`src/rtl/hazard_ctrl.sv`:
```
// Hazard and forwarding controller for the five-stage MIPS pipeline: shadow E/M/W
// slots, D-stage stall, D/E forwarding selects and the mult/div busy counter.
module hazard_ctrl #(
  parameter int MULT_CYCLES = 5,
  parameter int DIV_CYCLES  = 10
) (
  input  logic       clk,
  input  logic       reset,
  input  logic [4:0] rs_d,
  input  logic [4:0] rt_d,
  input  logic [1:0] rs_use,
  input  logic [1:0] rt_use,
  input  logic [4:0] wreg_d,
  input  logic [1:0] tnew_d,
  input  logic [1:0] src_d,
  input  logic [1:0] md_d,
  output logic       stall,
  output logic [1:0] trans_d1,
  output logic [1:0] trans_d2,
  output logic [1:0] trans_e1,
  output logic [1:0] trans_e2,
  output logic       md_start,
  output logic       md_busy
);

  typedef struct packed {
    logic [4:0] rs;
    logic [4:0] rt;
    logic [4:0] wreg;
    logic [1:0] tnew;
    logic [1:0] src;
  } slot_t;

  localparam logic [1:0] SRC_ALU = 2'd0;
  localparam logic [1:0] SRC_PC8 = 2'd2;

  slot_t      e_q, m_q, w_q;
  logic [1:0] e_md_q;
  logic [3:0] busy_q, busy_d;

  // Register 0 is hardwired, so it never forms a dependency.
  function automatic logic hit(input logic [4:0] r, input logic [4:0] w);
    hit = (r != 5'd0) && (r == w);
  endfunction

  function automatic logic dep(input logic [4:0] r, input logic [1:0] use_t,
                               input slot_t e, input slot_t m);
    dep = (use_t != 2'd3) &&
          ((hit(r, e.wreg) && (e.tnew > use_t)) || (hit(r, m.wreg) && (m.tnew > use_t)));
  endfunction

  function automatic logic [1:0] fwd_m(input logic [4:0] r, input slot_t m);
    fwd_m = 2'd0;
    if (hit(r, m.wreg) && (m.tnew == 2'd0)) begin
      if (m.src == SRC_PC8)      fwd_m = 2'd2;
      else if (m.src == SRC_ALU) fwd_m = 2'd1;
    end
  endfunction

  function automatic logic [1:0] fwd_e(input logic [4:0] r, input slot_t m, input slot_t w);
    fwd_e = fwd_m(r, m);
    if ((fwd_e == 2'd0) && hit(r, w.wreg)) fwd_e = 2'd3;
  endfunction

  function automatic slot_t advance(input slot_t s);
    advance = s;
    if (s.tnew != 2'd0) advance.tnew = s.tnew - 2'd1;
  endfunction

  assign md_start = (e_md_q == 2'd1) || (e_md_q == 2'd2);
  assign md_busy  = (busy_q != 4'd0);

  assign stall = dep(rs_d, rs_use, e_q, m_q) || dep(rt_d, rt_use, e_q, m_q) ||
                 ((md_d != 2'd0) && (md_busy || md_start));

  assign trans_d1 = fwd_m(rs_d, m_q);
  assign trans_d2 = fwd_m(rt_d, m_q);
  assign trans_e1 = fwd_e(e_q.rs, m_q, w_q);
  assign trans_e2 = fwd_e(e_q.rt, m_q, w_q);

  always_comb begin
    busy_d = busy_q;
    if (md_start)             busy_d = (e_md_q == 2'd1) ? 4'(MULT_CYCLES) : 4'(DIV_CYCLES);
    else if (busy_q != 4'd0)  busy_d = busy_q - 4'd1;
  end

  always_ff @(posedge clk or posedge reset) begin
    if (reset) begin
      e_q    <= '0;
      m_q    <= '0;
      w_q    <= '0;
      e_md_q <= 2'd0;
      busy_q <= 4'd0;
    end else begin
      w_q    <= advance(m_q);
      m_q    <= advance(e_q);
      busy_q <= busy_d;
      // A stalled D instruction stays in F/D; E gets a bubble instead.
      if (stall) begin
        e_q    <= '0;
        e_md_q <= 2'd0;
      end else begin
        e_q    <= '{rs: rs_d, rt: rt_d, wreg: wreg_d, tnew: tnew_d, src: src_d};
        e_md_q <= md_d;
      end
    end
  end

endmodule

```
`config.mk`:
```
export PLATFORM = sky130hd
export DESIGN_NAME = hazard_ctrl
export DESIGN_NICKNAME = d
export VERILOG_FILES = /design/src/rtl/hazard_ctrl.sv
export SDC_FILE = /design/constraint.sdc
export NUM_CORES = 1
export LEC_CHECK = 0
export ABC_AREA = 1
export CAP_MARGIN = 25
export CORE_ASPECT_RATIO = 1.75
export CORE_MARGIN = 10
export CORE_UTILIZATION = 50
export CTS_CLUSTER_SIZE = 12
export DETAILED_ROUTE_END_ITERATION = 10
export GPL_TIMING_DRIVEN = 0
export PLACE_DENSITY = 0.76
export SLEW_MARGIN = 40
export SYNTH_ARGS = -nofsm -noshare
export SYNTH_HDL_FRONTEND = slang
export SYNTH_SLANG_ARGS = --single-unit
```
`constraint.sdc`:
```
create_clock -name clk -period 2.65 [get_ports clk]
set_input_delay 0.53 -clock clk [delete_from_list [all_inputs] [get_ports clk]]
set_output_delay 0.53 -clock clk [all_outputs]
set_load 0.1 [all_outputs]
```
==> flow_summary.json <==
{
  "rr_worst_depth": 12,
  "min_to": "m_q[1]",
  "antenna_found_initial": 0,
  "syn_inst": 288,
  "ios": 38,
  "tightest_slew_ns": 0.490,
  "place_area_sq_mm": 0.00274,
  "yosys-top-cells-area": "dfrtp_1 42%, inv_1 8.6%, nand2_1 8.1%, xnor2_1 6.4%, ha_1 5.9%",
  "cts_num_sinks": 39,
  "syn_to_final_growth_pct": 28.7,
  "cts_buffers": 5,
  "final_common_cell": "nand2_1",
  "hold_buffers": 0,
  "drc": 0,
  "nFillCells": 349,
  "cts_tree": "done",
  "clock_latency_ns": 0.29,
  "synth_cell_types": 27,
  "r2r_setup_slack_ns": 0.74,
  "die_y_um": 110,
  "worstHoldPathType": "reg2reg",
  "place_congestion": 0.902,
  "reg2reg_to": "e_q[2]",
  "via_per_inst": 4.98,
  "grt_pass1_wl_um": 8590,
  "irDropWorstVdd_v": 0.000964,
  "period_share": 0.960,
  "antennaDiodeCount": 0,
  "synth_seq_cells": 39,
  "leakage_nw": 1.53,
  "die_w_um": 71.5,
  "grt_pass1_vias": 1960,
  "swShare": 0.443,
  "clk_pin_slew_worst_paths_ns": 0.08,
  "vias": 1933,
  "cts_root_buffer": "clkbuf_8",
  "hp-start": "e_q[1]",
  "syn_area_sq_mm": 0.00232,
  "maxSlewViolCount": 0,
  "hold_viol": 0,
  "syn_area_per_cell_sq_um": 8.05,
  "clock_power_share": 0.199,
  "end_kind": "output port",
  "power.density_mw_per_mm2": 822,
  "worstPathCellList": "clkdlybuf4s50_1 > xnor2_1 > nand2_1 > nor2_2 > nand3_1 > nor2_2 > buf_4",
  "coreArea_sq_mm": 0.00444,
  "wirelength_um": 5210,
  "slowest_delay_ns": 0.56,
  "die-area_sq_mm": 0.00787,
  "grt-ovfl-total": 0,
  "slew_headroom": 0.675,
  "p_sw_mw": 1.09,
  "drtAntennaViolNets": 0,
  "cp.arrival_ns": 2.01,
  "yosysSeqAreaShare": 0.421,
  "syn_nets": 326,
  "whs_ns": 0.352,
  "path_class": "in2out",
  "grt_use_total": 0.136,
  "power_frac_seq": 0.337,
  "setup-tns-final_ns": 0,
  "mostFrequentLayoutCells": "49 x nand2_1, 44 x inv_1, 38 x dfrtp_1, 26 x nor2_1, 24 x nor2_2",
  "crit_top_cell": "nor2_2",
  "rsz0062_at_grt": "false",
  "cpMaxStageDelayCell": "clkdlybuf4s50_1",
  "critPathLaunchType": "primary input",
  "max_freq_mhz": 393,
  "netlist.area_leader.share": 0.421,
  "max-cap-violations": 0,
  "wl_per_cell_um": 13.4,
  "first_iter_violations": 48,
  "critical_path_required_ns": 2.12,
  "skew_ns": 0.00793,
  "status": "completed",
  "r2r_start": "e_q[3]",
  "p_int_mw": 1.37,
  "p_comb_frac": 0.464,
  "finalNetCount": 374,
  "finalSetupViolCount": 0,
  "grt_max_degree": 27,
  "htreeDepth": 2,
  "drive_gt1_frac": 0.228,
  "synth_top_area_cell": "dfrtp_1",
  "ys_warn_count": 0,
  "final_area_sq_mm": 0.00299,
  "hold_depth": 0,
  "critical_path.max_fanout": 3,
  "dp_hpwl_um": 4130,
  "rows": 32,
  "portBuffers": 37,
  "cts_buffer_depth": 2,
  "first_pass_iters": 4,
  "post-route-min-period_ns": 2.54,
  "start_util": 0.522
}
-- metrics by stage --
step | cells | total power [mW] | setup WS [ns] | utilization
final | 388 | 2.45 | 0.107 | 0.672
after global routing | 388 | 2.62 | 0.0356 | 0.672
after CTS | 387 | 2.46 | 0.000959 | 0.660
after detailed placement | 377 | 1.92 | -0.631 | 0.615
after global placement | 376 | 1.94 | -1.31 | 0.622
after floorplan | 288 | 1.68 | -0.265 | -
-- layout make-up --
class,count,area (sq um),share of cell area
well taps,51,63.8,0.0214
multi-input cells,190,1180,0.395
inverters,57,218,0.0729
clock buffers,5,68.8,0.0231
repair buffers,42,423,0.142
plain buffers,1,11.3,0.00377
clock inverters,3,43.8,0.0147
flip-flops and latches,39,977,0.327
-- routing by layer --
| layer | part of all wire | GRT usage |
|---|---|---|
| met4 | 0.039 | 0.0861 |
| met2 | 0.56 | 0.256 |
| met1 | 0.36 | 0.128 |
| met3 | 0.041 | 0.0295 |
| met5 | 0 | 0 |
-- cells in the mapped netlist (all sizes together) --
| master | count |
|---|---|
| nor2 | 52 |
| inv | 57 |
| xnor2 | 17 |
| xor2 | 7 |
| dfrtp | 39 |
| nand3b | 3 |
| o22ai | 5 |
| or2 | 1 |
| buf | 2 |
| nand4 | 1 |
| nand2 | 51 |
| a21oi | 7 |
| o21bai | 2 |
| nand3 | 17 |
| o221ai | 1 |
| ha | 11 |
| nor4 | 1 |
| o21ai | 10 |
| o2111ai | 1 |
| nor3 | 3 |
-- worst max-delay path by stage --
stage / from / to / slack [ns] / cells after the start
CTS: m_q[3] / trans_e2[0] / 0.001 / 6
global route: rs_d[2] / trans_d1[0] / 0.04 / 7
detailed placement: rt_use[1] / stall / -0.63 / 14
global placement: rt_use[1] / stall / -1.31 / 14
floorplan: e_q[10] / trans_e2[0] / -0.27 / 7
finish: rs_d[2] / trans_d1[0] / 0.11 / 7
-- cells by family (layout without fill, tap and decap cells) --
kind of cell / count (synthesis) / after routing / share of synthesized area
xor+xnor: 24 / 24 / 0.0906
buf+inv: 59 / 108 / 0.102
flops: 39 / 39 / 0.421
fa+ha+maj: 11 / 11 / 0.0593
compound gates: 26 / 26 / 0.0642
simple gates: 129 / 129 / 0.263
-- flip-flops by register name (all words and copies together) (netlist names) --
name,count
e_q,19
m_q,9
w_q,5
busy_q,4
e_md_q,2
-- power by group through the flow --
stage	Combinational (mW)	Clock [mW]	Sequential, mW
5_1_grt	1.25	0.524	0.844
3_5_place_dp	1.09	0	0.832
2_1_floorplan	0.885	0	0.799
6_report	1.14	0.489	0.827
3_3_place_gp	1.10	0	0.830
4_1_cts	1.14	0.496	0.825
-- worst max-delay path: cells and delay by family --
family	cells	cell delay (ns)
xor+xnor	1	0.14
simple gates	4	0.48
buf+inv	2	0.85
-- timing repair --
action,4_1_cts,5_1_grt
endpoints found under the setup margin,3,9
pin swaps,5,13
buffers inserted,2,2
resized for setup,20,30
(Power assumes the default switching activity.)
